--- config.mk ---
export PLATFORM = sky130hd
export DESIGN_NAME = mem_stage
export DESIGN_NICKNAME = d
export VERILOG_FILES = /design/src/rtl/mem_stage.sv
export SDC_FILE = /design/constraint.sdc
export NUM_CORES = 1
export LEC_CHECK = 0
export ABC_CLOCK_PERIOD_IN_PS = 7500
export CAP_MARGIN = 20
export CORE_AREA = 8 8 171 173
export CTS_CLUSTER_DIAMETER = 200
export DETAILED_ROUTE_END_ITERATION = 12
export DIE_AREA = 0 0 179 181
export GPL_TIMING_DRIVEN = 0
export MAX_ROUTING_LAYER = met4
export PLACE_DENSITY = 0.8
export SLEW_MARGIN = 20
export SYNTH_ARGS = -nofsm -noshare
export SYNTH_HDL_FRONTEND = slang
export SYNTH_SLANG_ARGS = --single-unit
--- constraint.sdc ---
create_clock -name clk -period 7.5 [get_ports clk]
set_input_delay 1.875 -clock clk [delete_from_list [all_inputs] [get_ports clk]]
set_output_delay 1.875 -clock clk [all_outputs]
set_load 0.005 [all_outputs]
--- src/rtl/mem_stage.sv ---
// mem_stage - memory-access pipeline stage that sits directly after execute.
//
// Takes the execute result, the store data and the memory controls. Loads and
// stores go out over a request/acknowledge data bus. Load data is extended by
// width and signedness. A registered bundle is handed to write-back. stall_o
// freezes the upstream stages while a bus transaction is outstanding.
//
// Optional feature macro: MEM_ALIGN_CHECK_EN
//   defined   : misaligned half/word accesses raise AdEL/AdES and skip the bus.
//   undefined : no alignment exceptions; the low address bits are forced to
//               the access alignment and the access proceeds.
//
// Parameter
//   TIMEOUT          bus wait cycles before a bus-timeout exception (0 = off)
// Ports
//   clk, rst         clock; asynchronous active-low reset
//   valid_i          live instruction on the input bundle (held while stalled)
//   ALUResult        address for memory ops, result otherwise
//   MemData          store data
//   MemRead/Write    load / store strobes
//   MemReadType      000 word, 001 half s, 010 half u, 011 byte s, 100 byte u
//   RegWrite, MemtoReg, hiloWrite, WriteRegister, hiloData, PCin -> write-back
//   ForwardMEM       combinational copy of ALUResult for forwarding
//   stall_o          freeze upstream
//   data_*           bus request side (req, wr, size, addr, wdata, be)
//   data_addr_ok     request accepted
//   data_data_ok     response valid, data_rdata carries read data
//   valid_o ... PCout registered write-back bundle
//   exception_o      000 none, 100 AdEL, 101 AdES, 110 bus timeout
module mem_stage #(
  parameter int TIMEOUT = 255
) (
  input  logic        clk,
  input  logic        rst,
  input  logic        valid_i,
  input  logic [31:0] ALUResult,
  input  logic [31:0] MemData,
  input  logic        MemRead,
  input  logic        MemWrite,
  input  logic [2:0]  MemReadType,
  input  logic        RegWrite,
  input  logic        MemtoReg,
  input  logic        hiloWrite,
  input  logic [6:0]  WriteRegister,
  input  logic [63:0] hiloData,
  input  logic [31:0] PCin,
  output logic [31:0] ForwardMEM,
  output logic        stall_o,
  output logic        data_req,
  output logic        data_wr,
  output logic [1:0]  data_size,
  output logic [31:0] data_addr,
  output logic [31:0] data_wdata,
  output logic [3:0]  data_be,
  input  logic        data_addr_ok,
  input  logic        data_data_ok,
  input  logic [31:0] data_rdata,
  output logic        valid_o,
  output logic        RegWrite_o,
  output logic        MemtoReg_o,
  output logic        hiloWrite_o,
  output logic [6:0]  WriteRegister_o,
  output logic [31:0] Result_o,
  output logic [63:0] hiloData_o,
  output logic [31:0] PCout,
  output logic [2:0]  exception_o
);

  localparam int CW = (TIMEOUT > 0) ? $clog2(TIMEOUT + 1) : 1;

  typedef enum logic [1:0] {ST_IDLE, ST_REQ, ST_WAIT, ST_DONE} state_t;

  state_t        state_q, state_d;
  logic [CW-1:0] cnt_q, cnt_d;
  logic          tmo_q, tmo_d;
  logic [31:0]   rdata_q, rdata_d;

  logic          valid_q, valid_d;
  logic          reg_write_q, reg_write_d;
  logic          mem_to_reg_q, mem_to_reg_d;
  logic          hilo_write_q, hilo_write_d;
  logic [6:0]    write_register_q, write_register_d;
  logic [31:0]   result_q, result_d;
  logic [63:0]   hilo_data_q, hilo_data_d;
  logic [31:0]   pc_q, pc_d;
  logic [2:0]    exception_q, exception_d;

  logic          is_mem, is_half, is_byte, is_word, align_exc;
  logic [31:0]   eff_addr, load_lane, load_ext, wdata;
  logic [3:0]    be_base;
  logic [1:0]    size;
  logic          tmo_hit, stall_busy, commit;

  assign ForwardMEM = ALUResult;

  // Decode of the held input bundle: width, alignment, bus fields, load data.
  always_comb begin
    is_mem  = MemRead | MemWrite;
    is_half = (MemReadType == 3'b001) | (MemReadType == 3'b010);
    is_byte = (MemReadType == 3'b011) | (MemReadType == 3'b100);
    is_word = ~(is_half | is_byte);
`ifdef MEM_ALIGN_CHECK_EN
    align_exc = is_mem & ((is_half & ALUResult[0]) | (is_word & (ALUResult[1:0] != 2'b00)));
    eff_addr  = ALUResult;
`else
    align_exc = 1'b0;
    // Halves drop bit 0, words drop bits 1:0; bytes keep the full address.
    eff_addr  = {ALUResult[31:2], ALUResult[1] & ~is_word, ALUResult[0] & is_byte};
`endif
    be_base = is_byte ? 4'b0001 : (is_half ? 4'b0011 : 4'b1111);
    size    = is_byte ? 2'd0 : (is_half ? 2'd1 : 2'd2);
    wdata   = is_byte ? {4{MemData[7:0]}} : (is_half ? {2{MemData[15:0]}} : MemData);
    // Bring the addressed lane down to bit 0, then extend.
    load_lane = rdata_q >> {eff_addr[1:0], 3'b000};
    case (MemReadType)
      3'b001:  load_ext = {{16{load_lane[15]}}, load_lane[15:0]};
      3'b010:  load_ext = {16'h0000, load_lane[15:0]};
      3'b011:  load_ext = {{24{load_lane[7]}}, load_lane[7:0]};
      3'b100:  load_ext = {24'h000000, load_lane[7:0]};
      default: load_ext = load_lane;
    endcase
  end

  // cnt_q holds the number of REQ/WAIT cycles already spent, so the hit fires
  // in the TIMEOUT-th bus cycle.
  assign tmo_hit = (TIMEOUT != 0) && (cnt_q == CW'(TIMEOUT - 1));

  // Reset pulls stall low at once, even while a memory op sits on the inputs.
  assign stall_o = stall_busy & rst;

  always_comb begin
    state_d          = state_q;
    cnt_d            = '0;
    tmo_d            = tmo_q;
    rdata_d          = rdata_q;
    stall_busy       = 1'b0;
    commit           = 1'b0;
    data_req         = 1'b0;
    data_wr          = 1'b0;
    data_size        = 2'd0;
    data_addr        = 32'h0;
    data_wdata       = 32'h0;
    data_be          = 4'h0;
    valid_d          = 1'b0;
    reg_write_d      = reg_write_q;
    mem_to_reg_d     = mem_to_reg_q;
    hilo_write_d     = hilo_write_q;
    write_register_d = write_register_q;
    result_d         = result_q;
    hilo_data_d      = hilo_data_q;
    pc_d             = pc_q;
    exception_d      = exception_q;

    case (state_q)
      ST_IDLE: begin
        if (valid_i) begin
          if (is_mem && !align_exc) begin
            stall_busy = 1'b1;
            state_d    = ST_REQ;
          end else begin
            commit = 1'b1;
          end
        end
      end
      ST_REQ: begin
        stall_busy = 1'b1;
        data_req   = 1'b1;
        data_wr    = MemWrite;
        data_size  = size;
        data_addr  = eff_addr;
        data_wdata = wdata;
        data_be    = be_base << eff_addr[1:0];
        if (data_addr_ok && data_data_ok) begin
          rdata_d = data_rdata;
          state_d = ST_DONE;
        end else if (tmo_hit) begin
          tmo_d   = 1'b1;
          state_d = ST_DONE;
        end else begin
          cnt_d = cnt_q + CW'(1);
          if (data_addr_ok) state_d = ST_WAIT;
        end
      end
      ST_WAIT: begin
        stall_busy = 1'b1;
        if (data_data_ok) begin
          rdata_d = data_rdata;
          state_d = ST_DONE;
        end else if (tmo_hit) begin
          tmo_d   = 1'b1;
          state_d = ST_DONE;
        end else begin
          cnt_d = cnt_q + CW'(1);
        end
      end
      default: begin  // ST_DONE
        commit  = 1'b1;
        tmo_d   = 1'b0;
        state_d = ST_IDLE;
      end
    endcase

    // One write-back bundle for both paths: immediate (IDLE) and after the bus
    // (DONE). align_exc is only ever set on the IDLE path, tmo_q only on DONE.
    if (commit) begin
      valid_d          = 1'b1;
      reg_write_d      = RegWrite & ~align_exc & ~tmo_q;
      mem_to_reg_d     = MemtoReg;
      hilo_write_d     = hiloWrite & ~align_exc;
      write_register_d = WriteRegister;
      result_d         = (MemRead && !align_exc && !tmo_q) ? load_ext : ALUResult;
      hilo_data_d      = hiloData;
      pc_d             = PCin;
      if (tmo_q)          exception_d = 3'b110;
      else if (align_exc) exception_d = MemRead ? 3'b100 : 3'b101;
      else                exception_d = 3'b000;
    end
  end

  always_ff @(posedge clk or negedge rst) begin
    if (!rst) begin
      state_q          <= ST_IDLE;
      cnt_q            <= '0;
      tmo_q            <= 1'b0;
      rdata_q          <= 32'h0;
      valid_q          <= 1'b0;
      reg_write_q      <= 1'b0;
      mem_to_reg_q     <= 1'b0;
      hilo_write_q     <= 1'b0;
      write_register_q <= 7'h0;
      result_q         <= 32'h0;
      hilo_data_q      <= 64'h0;
      pc_q             <= 32'h0;
      exception_q      <= 3'b000;
    end else begin
      state_q          <= state_d;
      cnt_q            <= cnt_d;
      tmo_q            <= tmo_d;
      rdata_q          <= rdata_d;
      valid_q          <= valid_d;
      reg_write_q      <= reg_write_d;
      mem_to_reg_q     <= mem_to_reg_d;
      hilo_write_q     <= hilo_write_d;
      write_register_q <= write_register_d;
      result_q         <= result_d;
      hilo_data_q      <= hilo_data_d;
      pc_q             <= pc_d;
      exception_q      <= exception_d;
    end
  end

  assign valid_o         = valid_q;
  assign RegWrite_o      = reg_write_q;
  assign MemtoReg_o      = mem_to_reg_q;
  assign hiloWrite_o     = hilo_write_q;
  assign WriteRegister_o = write_register_q;
  assign Result_o        = result_q;
  assign hiloData_o      = hilo_data_q;
  assign PCout           = pc_q;
  assign exception_o     = exception_q;

endmodule
Word-level counts from Yosys, hierarchy flattened
Cells that the tools add are included.
W data, S select, Z words.
{"block": "word_totals", "reg_bits": 185, "word_cells": 91, "in_bits": 212, "output_inout_bits": 247}
{"block": "op_classes", "shifts": 2, "muxes": 41, "eq_ne": 15, "n_reduce_logical": 9, "n_bitwise": 10, "n_addsub": 1}
{"op": "$mux W32", "count": 7}
{"op": "$pmux W32 S4", "count": 1}
{"op": "$pmux W32 S2", "count": 1}
{"op": "$shr A32 B5 Y32", "count": 1}
{"op": "$mux W8", "count": 3}
{"op": "$mux W2", "count": 10}
{"op": "$pmux W8 S2", "count": 1}
{"op": "$mux W4", "count": 3}
{"op": "$ne A2 B2 Y1 const B", "count": 6}
{"op": "$mux W1", "count": 10}
{"op": "$add A8 B1 Y8 const B", "count": 1}
{"op": "$eq A8 B8 Y1 const B", "count": 1}
{"op": "$eq A3 B2 Y1 const B", "count": 2}
{"op": "$pmux W2 S3", "count": 1}
{"op": "$reduce_and A3 Y1", "count": 2}
{"op": "$and A1 B1 Y1", "count": 4}
{"op": "$ne A4 B4 Y1 const B", "count": 1}
{"op": "$or A1 B1 Y1", "count": 4}
{"op": "$pmux W1 S2", "count": 2}
{"op": "$reduce_and A4 Y1", "count": 1}
{"op": "$shl A4 B2 Y4", "count": 1}
{"op": "$eq A3 B1 Y1 const B", "count": 1}
{"op": "$eq A3 B3 Y1 const B", "count": 1}
{"op": "$mux W3", "count": 1}
{"op": "other kinds (10)", "count": 12}

Longest topological paths before layout
Gate-level depths: netlist of run 1.
{"block": "logic_depth", "depth_word": 7, "mapped_depth": 9, "mapped_depth_nobuf": 8}

Worst setup path after synthesis of run 1
No wires, ideal clock.
{"block": "synth_path", "path_type": "input to output", "startpoint": "input port MemReadType[0]", "endpoint": "output port data_wdata[30]", "t_arrival_ns": 3.115, "setup_slack_ns": 2.510, "n_path_buf": 3, "stages": 7, "required_time_ns": 5.625, "path_cell_list": "buf_2 -> or3_4 -> nand2_2 -> and2_1 -> buf_2 -> buf_4 -> a22o_1"}
{"block": "synth_via", "elab_chain_len": 5, "elab_cells_between_ends": 9, "cone_classes": "4 x eq/ne; 3 x mux; 2 x bitwise"}
{"element": "from (decl)", "line": "40", "source": "input logic [2:0] MemReadType,"}
{"element": "$eq A3 B1 Y1 / $eq A3 B2 Y1 (equally long branches)", "line": "99", "source": "is_half = (MemReadType == 3'b001) | (MemReadType == 3'b010);"}
{"element": "$or A1 B1 Y1", "line": "99"}
{"element": "$mux W32", "line": "112", "source": "wdata = is_byte ? {4{MemData[7:0]}} : (is_half ? {2{MemData[15:0]}} : MemData);"}
{"element": "$mux W32 *", "line": "112"}
{"element": "$mux W32 *", "line": "154", "source": "case (state_q)"}
{"element": "to (decl)", "line": "53", "source": "output logic [31:0] data_wdata,"}
Every way passes the cells marked *; elsewhere a longest branch is shown, timed or not.

Worst setup path in the final report of run 1
{"block": "layout_path", "startpoint": "input port MemReadType[2]", "endpoint": "output port data_wdata[29]"}
The elaborated chain is that of the path after synthesis.

==> impl_metrics.json, run 1 <==
{
  "outcome": "complete, no violations",
  "grt_antenna_before_repair": 1,
  "postSynth.topFlopCell": "sky130_fd_sc_hd__dfrtp_1",
  "routedWlPerCell_um": 21.01,
  "finalCriticalPeriod_ns": 6.280,
  "timing.critical_path.fanout_max": 10,
  "setup_viol_count_final": 0,
  "dr.pass1.iters": 5,
  "fin_nets": 1704,
  "placedCellCount": 1808,
  "dpl_worst_slack_ns": 1.297,
  "layout.core_utilization": 0.5545,
  "syn_avg_cell_area_um2": 8.968,
  "power.static_leakage_nw": 6.558,
  "power_frac_comb": 0.545,
  "core_area_um2": 26500,
  "placementRows": 60,
  "power_mw": 6.042,
  "seq_power_share": 0.301,
  "max_freq_mhz": 159.2,
  "power.density_nw_per_um2": 411.1,
  "cts-buffers-inserted": 17,
  "drt_drc_violations_left": 0,
  "clock_latency_ns": 0.44,
  "post_route_cells_drive_above_1_share": 0.09206,
  "numClockSinks": 183,
  "avgViaCountPerCell": 4.910,
  "clockPowerShare": 0.154,
  "overflow": 0,
  "internal-power_mw": 3.533,
  "syn-cell-area_um2": 9085,
  "unrepaired_setup_endpoints_after_global_routing": "no",
  "switching_share": 0.4152,
  "nFillCells": 2360,
  "timing.max_slew.rel_slack": 0.3201,
  "cap_viol_max_count": 0,
  "arrival_ns": 4.41,
  "die-width_um": 179,
  "p_switching_mw": 2.508,
  "final_min_period_over_clock_period": 0.8373,
  "whs_ns": 0.4641,
  "layout.cells.non_filler": 1841,
  "timing.critical_path.slowest_stage_cell": "sky130_fd_sc_hd__a21oi_2",
  "clk_transition_reported_paths_ns": 0.07,
  "cts.htree.levels": 4,
  "ys.warnings.count": 0,
  "synth_fp_nets": 1231,
  "final_count_of_hold_timing_violations": 0,
  "hpwlAfterDp_mm": 30.97,
  "cts_hold_buffers": 0,
  "postSynth.asyncResetShare": 1.000,
  "crit_path_cell_trace": "clkdlybuf4s50_1, buf_4, clkbuf_1, a21oi_2, nand2_1, a21boi_1, a22o_1, clkdlybuf4s50_1",
  "ctsResizeCount": 0,
  "drt_iter0_drc": 683,
  "hold_path_startpoint": "hiloData_o[18]",
  "final_design_area_no_fill_um2": 14700,
  "ys_seq_area_frac": 0.5041,
  "grt_max_degree": 94,
  "wirelength_mm": 38.69,
  "die_outline_area_um2": 32400,
  "rr_startpoint": "state_q[0]",
  "dpl_cell_area_um2": 14080,
  "timing.critical_path.required_ns": 5.62,
  "synth_enable_flop_cells": 0,
  "cts_tree": "done",
  "clock_skew_ns": 0.01763,
  "area_growth_pct": 61.75,
  "post_cts_buffers": 0,
  "worst_hold_path.num_cells": 2,
  "finalSetupTns_ns": 0,
  "ioPinCount": 459,
  "cp-end-kind": "output port",
  "cts_buffer_depth": 2,
  "initial_utilization": 0.3428,
  "crit_top_cell": "sky130_fd_sc_hd__clkdlybuf4s50_1",
  "timing_worst_setup_path_type": "input port to output port",
  "synthCells": 1013,
  "synth-seq-cells": 183,
  "r2r_end": "PCout[9]",
  "number_of_antenna_violating_nets_in_the_routed_design": 0,
  "place.gp.congestion": 0.9205,
  "vias": 9040,
  "grt_pass1_vias": 9246,
  "timing.reg2reg.setup_slack_ns": 4.37,
  "reg2regPathDepth": 9,
  "worst_vdd_rail_ir_drop_mv": 0.1978,
  "worst_hold_path_type": "register to register",
  "post_synth_num_cell_types": 53,
  "timing.final.ws_setup_ns": 1.220,
  "die_span_y_um": 181,
  "grt_pass1_wl_mm": 57.28,
  "buffer_ports.inserted": 453,
  "worst_slew_pin_slew_ns": 1.013,
  "gr-usage-all-layers": 0.2386,
  "startpoint_type": "input port",
  "cpPeakStageDelay_ns": 0.57,
  "worst_hold_endpoint": "hiloData_o[18]",
  "cts_root_buffer": "sky130_fd_sc_hd__clkbuf_16",
  "timing.final.max_slew_violations": 0
}
-- Yosys cell counts (2+ instances only) --
cell type,n,area [um2]
sky130_fd_sc_hd__buf_2,14,70.07
sky130_fd_sc_hd__nand3_1,5,25.02
sky130_fd_sc_hd__and3_1,10,62.56
sky130_fd_sc_hd__xnor2_1,4,35.03
sky130_fd_sc_hd__nand2_1,359,1348
sky130_fd_sc_hd__buf_6,3,33.78
sky130_fd_sc_hd__a21oi_1,11,55.05
sky130_fd_sc_hd__nor2b_1,13,81.33
sky130_fd_sc_hd__nand2b_1,2,12.51
sky130_fd_sc_hd__and3b_1,2,17.52
sky130_fd_sc_hd__clkbuf_1,43,161.4
sky130_fd_sc_hd__buf_4,38,285.3
sky130_fd_sc_hd__o22a_1,9,78.83
sky130_fd_sc_hd__or3_1,24,150.1
sky130_fd_sc_hd__inv_1,14,52.55
sky130_fd_sc_hd__o221ai_1,8,70.07
sky130_fd_sc_hd__ha_1,6,75.07
sky130_fd_sc_hd__mux2i_1,15,150.1
sky130_fd_sc_hd__mux2_2,41,461.7
sky130_fd_sc_hd__dfrtp_1,183,4579
sky130_fd_sc_hd__nor2_1,23,86.33
sky130_fd_sc_hd__o211ai_1,2,15.01
sky130_fd_sc_hd__a22o_1,8,70.07
sky130_fd_sc_hd__a21boi_1,8,60.06
sky130_fd_sc_hd__o21ai_1,8,40.04
sky130_fd_sc_hd__a22oi_1,2,15.01
sky130_fd_sc_hd__a31oi_1,26,162.7
sky130_fd_sc_hd__nor3b_1,3,22.52
sky130_fd_sc_hd__o21a_1,8,60.06
sky130_fd_sc_hd__and2_1,42,262.8
sky130_fd_sc_hd__a21boi_0,2,15.01
sky130_fd_sc_hd__nand3b_1,3,22.52
sky130_fd_sc_hd__o21ai_0,51,255.2
sky130_fd_sc_hd__a21o_1,2,15.01
sky130_fd_sc_hd__xor2_1,3,26.28
-- routing by layer --
layer  vias to the layer above  wire, um  part of all wire  GRT usage
met5                         -         0                 0          -
met4                         0      1151             0.030    0.07774
met3                        63      2742             0.071    0.04462
met2                       373     19030              0.49     0.3941
met1                      4350     15760              0.41     0.2888
li1                       4254         -                 -          -
-- cells by family (layout without fill, tap and decap cells) --
group | Yosys count | after routing | synth area share
AO/OA/AOI/OAI | 152 | 152 | 0.1071
XOR/XNOR | 7 | 7 | 0.006749
adder cells (fa/ha/maj) | 6 | 6 | 0.008263
buffers and inverters | 113 | 599 | 0.06679
flip-flops | 183 | 183 | 0.5041
multiplexers | 57 | 57 | 0.06858
other | 1 | 2 | 0.0004128
AND/OR/NAND/NOR | 494 | 494 | 0.2380
-- power groups by stage --
stage	registers, mW	logic [mW]	clock network, mW
after CTS	1.81	3.34	0.945
after detailed placement	1.83	3.33	0
final	1.82	3.30	0.929
after global placement	1.81	3.26	0
after global routing	1.87	3.65	0.980
after floorplan	1.78	1.51	0
-- how the worst max path moves through the flow --
| stage | startpoint | end | slack [ns] | cells after the start |
|---|---|---|---|---|
| 2_1_floorplan | MemReadType[0] | data_wdata[30] | 2.51 | 7 |
| 3_3_place_gp | rst | stall_o | -3.95 | 3 |
| 3_5_place_dp | MemReadType[2] | data_wdata[31] | 1.30 | 8 |
| 4_1_cts | MemReadType[2] | data_wdata[31] | 1.28 | 8 |
| 5_1_grt | MemReadType[2] | data_wdata[31] | 1.07 | 8 |
| 6_report | MemReadType[2] | data_wdata[29] | 1.22 | 8 |
-- critical path: cells and delay by family --
family	cells	cell delay, ns
compound gates	3	1.02
simple gates	1	0.12
buf+inv	4	1.37
-- state kept, by name (all words and copies together) (netlist names) --
register	count
Result_o	32
RegWrite_o	1
tmo_q	1
hiloWrite_o	1
PCout	32
valid_o	1
state_q	2
WriteRegister_o	7
rdata_q	32
cnt_q	8
exception_o	1
hiloData_o	64
MemtoReg_o	1
-- layout make-up --
class / instances / area (um2) / share of cell area
Antenna cell: 1 / 2.502 / 0.0001703
Clock inverter: 14 / 175.2 / 0.01192
Multi-Input combinational cell: 717 / 3899 / 0.2653
Timing Repair Buffer: 454 / 4567 / 0.3108
Tap cell: 341 / 426.7 / 0.02903
Buffer: 99 / 554.3 / 0.03772
Clock buffer: 18 / 439.2 / 0.02989
Inverter: 14 / 52.55 / 0.003576
Sequential cell: 183 / 4579 / 0.3116
-- placed cells by master (no fill, tap or decap), types with 2 or more instances in the layout --
cell type,Yosys,layout
sky130_fd_sc_hd__and3_1,10,10
sky130_fd_sc_hd__clkdlybuf4s50_1,0,452
sky130_fd_sc_hd__inv_6,0,4
sky130_fd_sc_hd__ha_1,6,6
sky130_fd_sc_hd__nor2b_1,13,13
sky130_fd_sc_hd__inv_1,14,14
sky130_fd_sc_hd__o22a_1,9,9
sky130_fd_sc_hd__xnor2_1,4,4
sky130_fd_sc_hd__a21boi_0,2,2
sky130_fd_sc_hd__o21a_1,8,8
sky130_fd_sc_hd__clkbuf_1,43,43
sky130_fd_sc_hd__nand2b_1,2,2
sky130_fd_sc_hd__nor2_1,23,23
sky130_fd_sc_hd__o211ai_1,2,2
sky130_fd_sc_hd__and2_1,42,42
sky130_fd_sc_hd__a21boi_1,8,8
sky130_fd_sc_hd__a31oi_1,26,26
sky130_fd_sc_hd__mux2i_1,15,15
sky130_fd_sc_hd__a21oi_1,11,11
sky130_fd_sc_hd__dfrtp_1,183,183
sky130_fd_sc_hd__mux2_2,41,41
sky130_fd_sc_hd__a22o_1,8,8
sky130_fd_sc_hd__a21o_1,2,2
sky130_fd_sc_hd__o21ai_1,8,8
sky130_fd_sc_hd__clkbuf_16,0,17
sky130_fd_sc_hd__clkinv_8,0,6
sky130_fd_sc_hd__xor2_1,3,3
sky130_fd_sc_hd__nand2_1,359,359
sky130_fd_sc_hd__o221ai_1,8,8
sky130_fd_sc_hd__and3b_1,2,2
sky130_fd_sc_hd__nand3_1,5,5
sky130_fd_sc_hd__o21ai_0,51,51
sky130_fd_sc_hd__nor3b_1,3,3
sky130_fd_sc_hd__nand3b_1,3,3
sky130_fd_sc_hd__buf_4,38,38
sky130_fd_sc_hd__buf_6,3,3
sky130_fd_sc_hd__a22oi_1,2,2
sky130_fd_sc_hd__buf_2,14,14
sky130_fd_sc_hd__or3_1,24,24
sky130_fd_sc_hd__inv_8,0,3
Note: power is estimated with default switching activity, not from simulation.
==> inputs of run 2 (changes only) <==
--- a/config.mk
+++ b/config.mk
@@ -5,7 +5,7 @@
 export SDC_FILE = /design/constraint.sdc
 export NUM_CORES = 1
 export LEC_CHECK = 0
-export ABC_CLOCK_PERIOD_IN_PS = 7500
+export ABC_CLOCK_PERIOD_IN_PS = 5350
 export CAP_MARGIN = 20
 export CORE_AREA = 8 8 171 173
 export CTS_CLUSTER_DIAMETER = 200
@@ -13,7 +13,7 @@
 export DIE_AREA = 0 0 179 181
 export GPL_TIMING_DRIVEN = 0
 export MAX_ROUTING_LAYER = met4
-export PLACE_DENSITY = 0.8
+export PLACE_DENSITY = 0.82
 export SLEW_MARGIN = 20
 export SYNTH_ARGS = -nofsm -noshare
 export SYNTH_HDL_FRONTEND = slang
==> constraint.sdc (replaced) <==
create_clock -name clk -period 5.35 [get_ports clk]
set_input_delay 1.3375 -clock clk [delete_from_list [all_inputs] [get_ports clk]]
set_output_delay 1.3375 -clock clk [all_outputs]
set_load 0.005 [all_outputs]
==> run 2 against run 1 <==
Register-to-register slack got worse by 2.1 ns. Largest power group unchanged. Clock skew down 0.0060 ns. First-iteration DRC count shrank 5.1%. Worst setup slack worse by 1.1 ns. Final cell count about the same. Critical path depth unchanged. Critical endpoint unchanged. Core utilization about the same.
==> impl_metrics.json, run 2 (synthesis gave the netlist of run 1 again) <==
{
  "worst_slew_pin_slew_ns": 1.038,
  "worst_vdd_rail_ir_drop_mv": 0.3066,
  "initial_utilization": 0.3428,
  "clock_skew_ns": 0.01159,
  "hpwlAfterDp_mm": 30.89,
  "gr-usage-all-layers": 0.2379,
  "power.static_leakage_nw": 6.557,
  "placedCellCount": 1808,
  "clock_latency_ns": 0.44,
  "final_common_cell": "sky130_fd_sc_hd__clkdlybuf4s50_1",
  "setup_viol_count_final": 0,
  "clk_transition_reported_paths_ns": 0.08,
  "timing.critical_path.fanout_max": 10,
  "worst_hold_path_type": "register to register",
  "ctsResizeCount": 0,
  "timing.final.max_slew_violations": 0,
  "cts-buffers-inserted": 17,
  "avgViaCountPerCell": 4.916,
  "rr_startpoint": "state_q[1]",
  "crit_path_cell_trace": "clkdlybuf4s50_1, buf_4, clkbuf_1, a21oi_2, nand2_1, a21boi_1, a22o_1, clkdlybuf4s50_1",
  "cts.htree.levels": 4,
  "overflow": 0,
  "cts_tree": "done",
  "dpl_worst_slack_ns": 0.1576,
  "timing.reg2reg.setup_slack_ns": 2.25,
  "grt_pass1_wl_mm": 56.97,
  "area_growth_pct": 61.74,
  "reg2regPathDepth": 9,
  "post_cts_buffers": 0,
  "numClockSinks": 183,
  "worst_setup_path_startpoint": "MemReadType[2]",
  "place.gp.congestion": 0.9028,
  "drt_drc_violations_left": 0,
  "crit_top_cell": "sky130_fd_sc_hd__clkdlybuf4s50_1",
  "final_count_of_hold_timing_violations": 0,
  "outcome": "complete, no violations",
  "nFillCells": 2403,
  "grt_antenna_before_repair": 2,
  "timing_worst_setup_path_type": "input port to output port",
  "most-common-layout-cells": "452 x sky130_fd_sc_hd__clkdlybuf4s50_1, 359 x sky130_fd_sc_hd__nand2_1, 183 x sky130_fd_sc_hd__dfrtp_1",
  "power.density_nw_per_um2": 576.0,
  "timing.critical_path.slowest_stage_cell": "sky130_fd_sc_hd__a21oi_2",
  "cts_buffer_depth": 2,
  "vias": 9056,
  "layout.cells.non_filler": 1842,
  "drt_iter0_drc": 648,
  "timing.critical_path.required_ns": 4.01,
  "cts_root_buffer": "sky130_fd_sc_hd__clkbuf_16",
  "unrepaired_setup_endpoints_after_global_routing": "no",
  "final_min_period_over_clock_period": 0.9869,
  "timing.max_slew.rel_slack": 0.3081,
  "fin_nets": 1704,
  "max_freq_mhz": 189.4,
  "largest_register_ffs": 64,
  "post_route_cells_drive_above_1_share": 0.09139,
  "critical_path.endpoint": "data_wdata[29]",
  "routedWlPerCell_um": 20.86,
  "startpoint_type": "input port",
  "placementRows": 60,
  "dr.pass1.iters": 5,
  "finalCriticalPeriod_ns": 5.280,
  "cap_viol_max_count": 0,
  "die_span_y_um": 181,
  "cp-end-kind": "output port",
  "die-width_um": 179,
  "finalSetupTns_ns": 0,
  "arrival_ns": 3.94,
  "grt_pass1_vias": 9305,
  "cts_hold_buffers": 0,
  "grt_max_degree": 95,
  "ioPinCount": 459,
  "r2r_end": "hiloData_o[18]",
  "whs_ns": 0.4672,
  "timing.final.ws_setup_ns": 0.07009,
  "buffer_ports.inserted": 453,
  "die_outline_area_um2": 32400,
  "wirelength_mm": 38.43,
  "cpPeakStageDelay_ns": 0.58,
  "core_area_um2": 26500,
  "number_of_antenna_violating_nets_in_the_routed_design": 0
}
==> run 2: changes by cell type in the layout (fill, tap and decap cells not counted) <==
cell                        previous run  this run
sky130_fd_sc_hd__clkbuf_8              1         0
sky130_fd_sc_hd__clkbuf_1             43        44
sky130_fd_sc_hd__clkinv_8              6         4
sky130_fd_sc_hd__inv_6                 4         5
sky130_fd_sc_hd__diode_2               1         2
sky130_fd_sc_hd__bufinv_16             0         1
==> run 2: area by class of cell <==
class / count / area [um2] / share of cell area
Sequential cell: 183 / 4579 / 0.3116
Inverter: 14 / 52.55 / 0.003576
Tap cell: 341 / 426.7 / 0.02904
Clock inverter: 14 / 181.4 / 0.01235
Buffer: 99 / 554.3 / 0.03772
Multi-Input combinational cell: 717 / 3899 / 0.2653
Timing Repair Buffer: 454 / 4567 / 0.3108
Clock buffer: 18 / 429.2 / 0.02921
Antenna cell: 2 / 5.005 / 0.0003406
==> run 2: per-layer routing <==
layer / part of all wire / global-route usage
met4: 0.033 / 0.08667
met5: 0 / -
met2: 0.50 / 0.3891
met3: 0.075 / 0.05484
met1: 0.39 / 0.2810
==> run 2: critical path, delay by kind of cell <==
| family | cells | cell delay (ns) |
|---|---|---|
| buffers and inverters | 4 | 1.41 |
| and+or+nand+nor | 1 | 0.11 |
| AOI/OAI and AO/OA | 3 | 1.08 |
==> run 2: worst min path at each step <==
stage / startpoint / end / slack [ns] / depth (start not counted)
after detailed placement: hiloData_o[21] / hiloData_o[21] / 0.45 / 2
after floorplan: cnt_q[0] / cnt_q[0] / 0.45 / 1
after global routing: hiloData_o[58] / hiloData_o[58] / 0.49 / 2
after global placement: PCout[1] / PCout[1] / 0.45 / 2
after CTS: PCout[20] / PCout[20] / 0.47 / 2
final: hiloData_o[51] / hiloData_o[51] / 0.47 / 2
==> run 2: power by group <==
| group | leakage, nW | switching (mW) | internal (mW) |
|---|---|---|---|
| Sequential | 2.23 | 0.461 | 2.09 |
| Combinational | 4.03 | 2.39 | 2.22 |
| Clock | 0.297 | 0.630 | 0.677 |
| Total | 6.56 | 3.48 | 4.98 |
==> run 2: per-stage QoR <==
stage	power, mW	cell area, um2	util
4_1_cts	8.548	14690	0.5543
6_report	8.464	14690	0.5545
2_1_floorplan	4.609	9085	-
5_1_grt	9.093	14690	0.5545
3_5_place_dp	7.220	14080	0.5313
3_3_place_gp	7.094	14050	0.5300
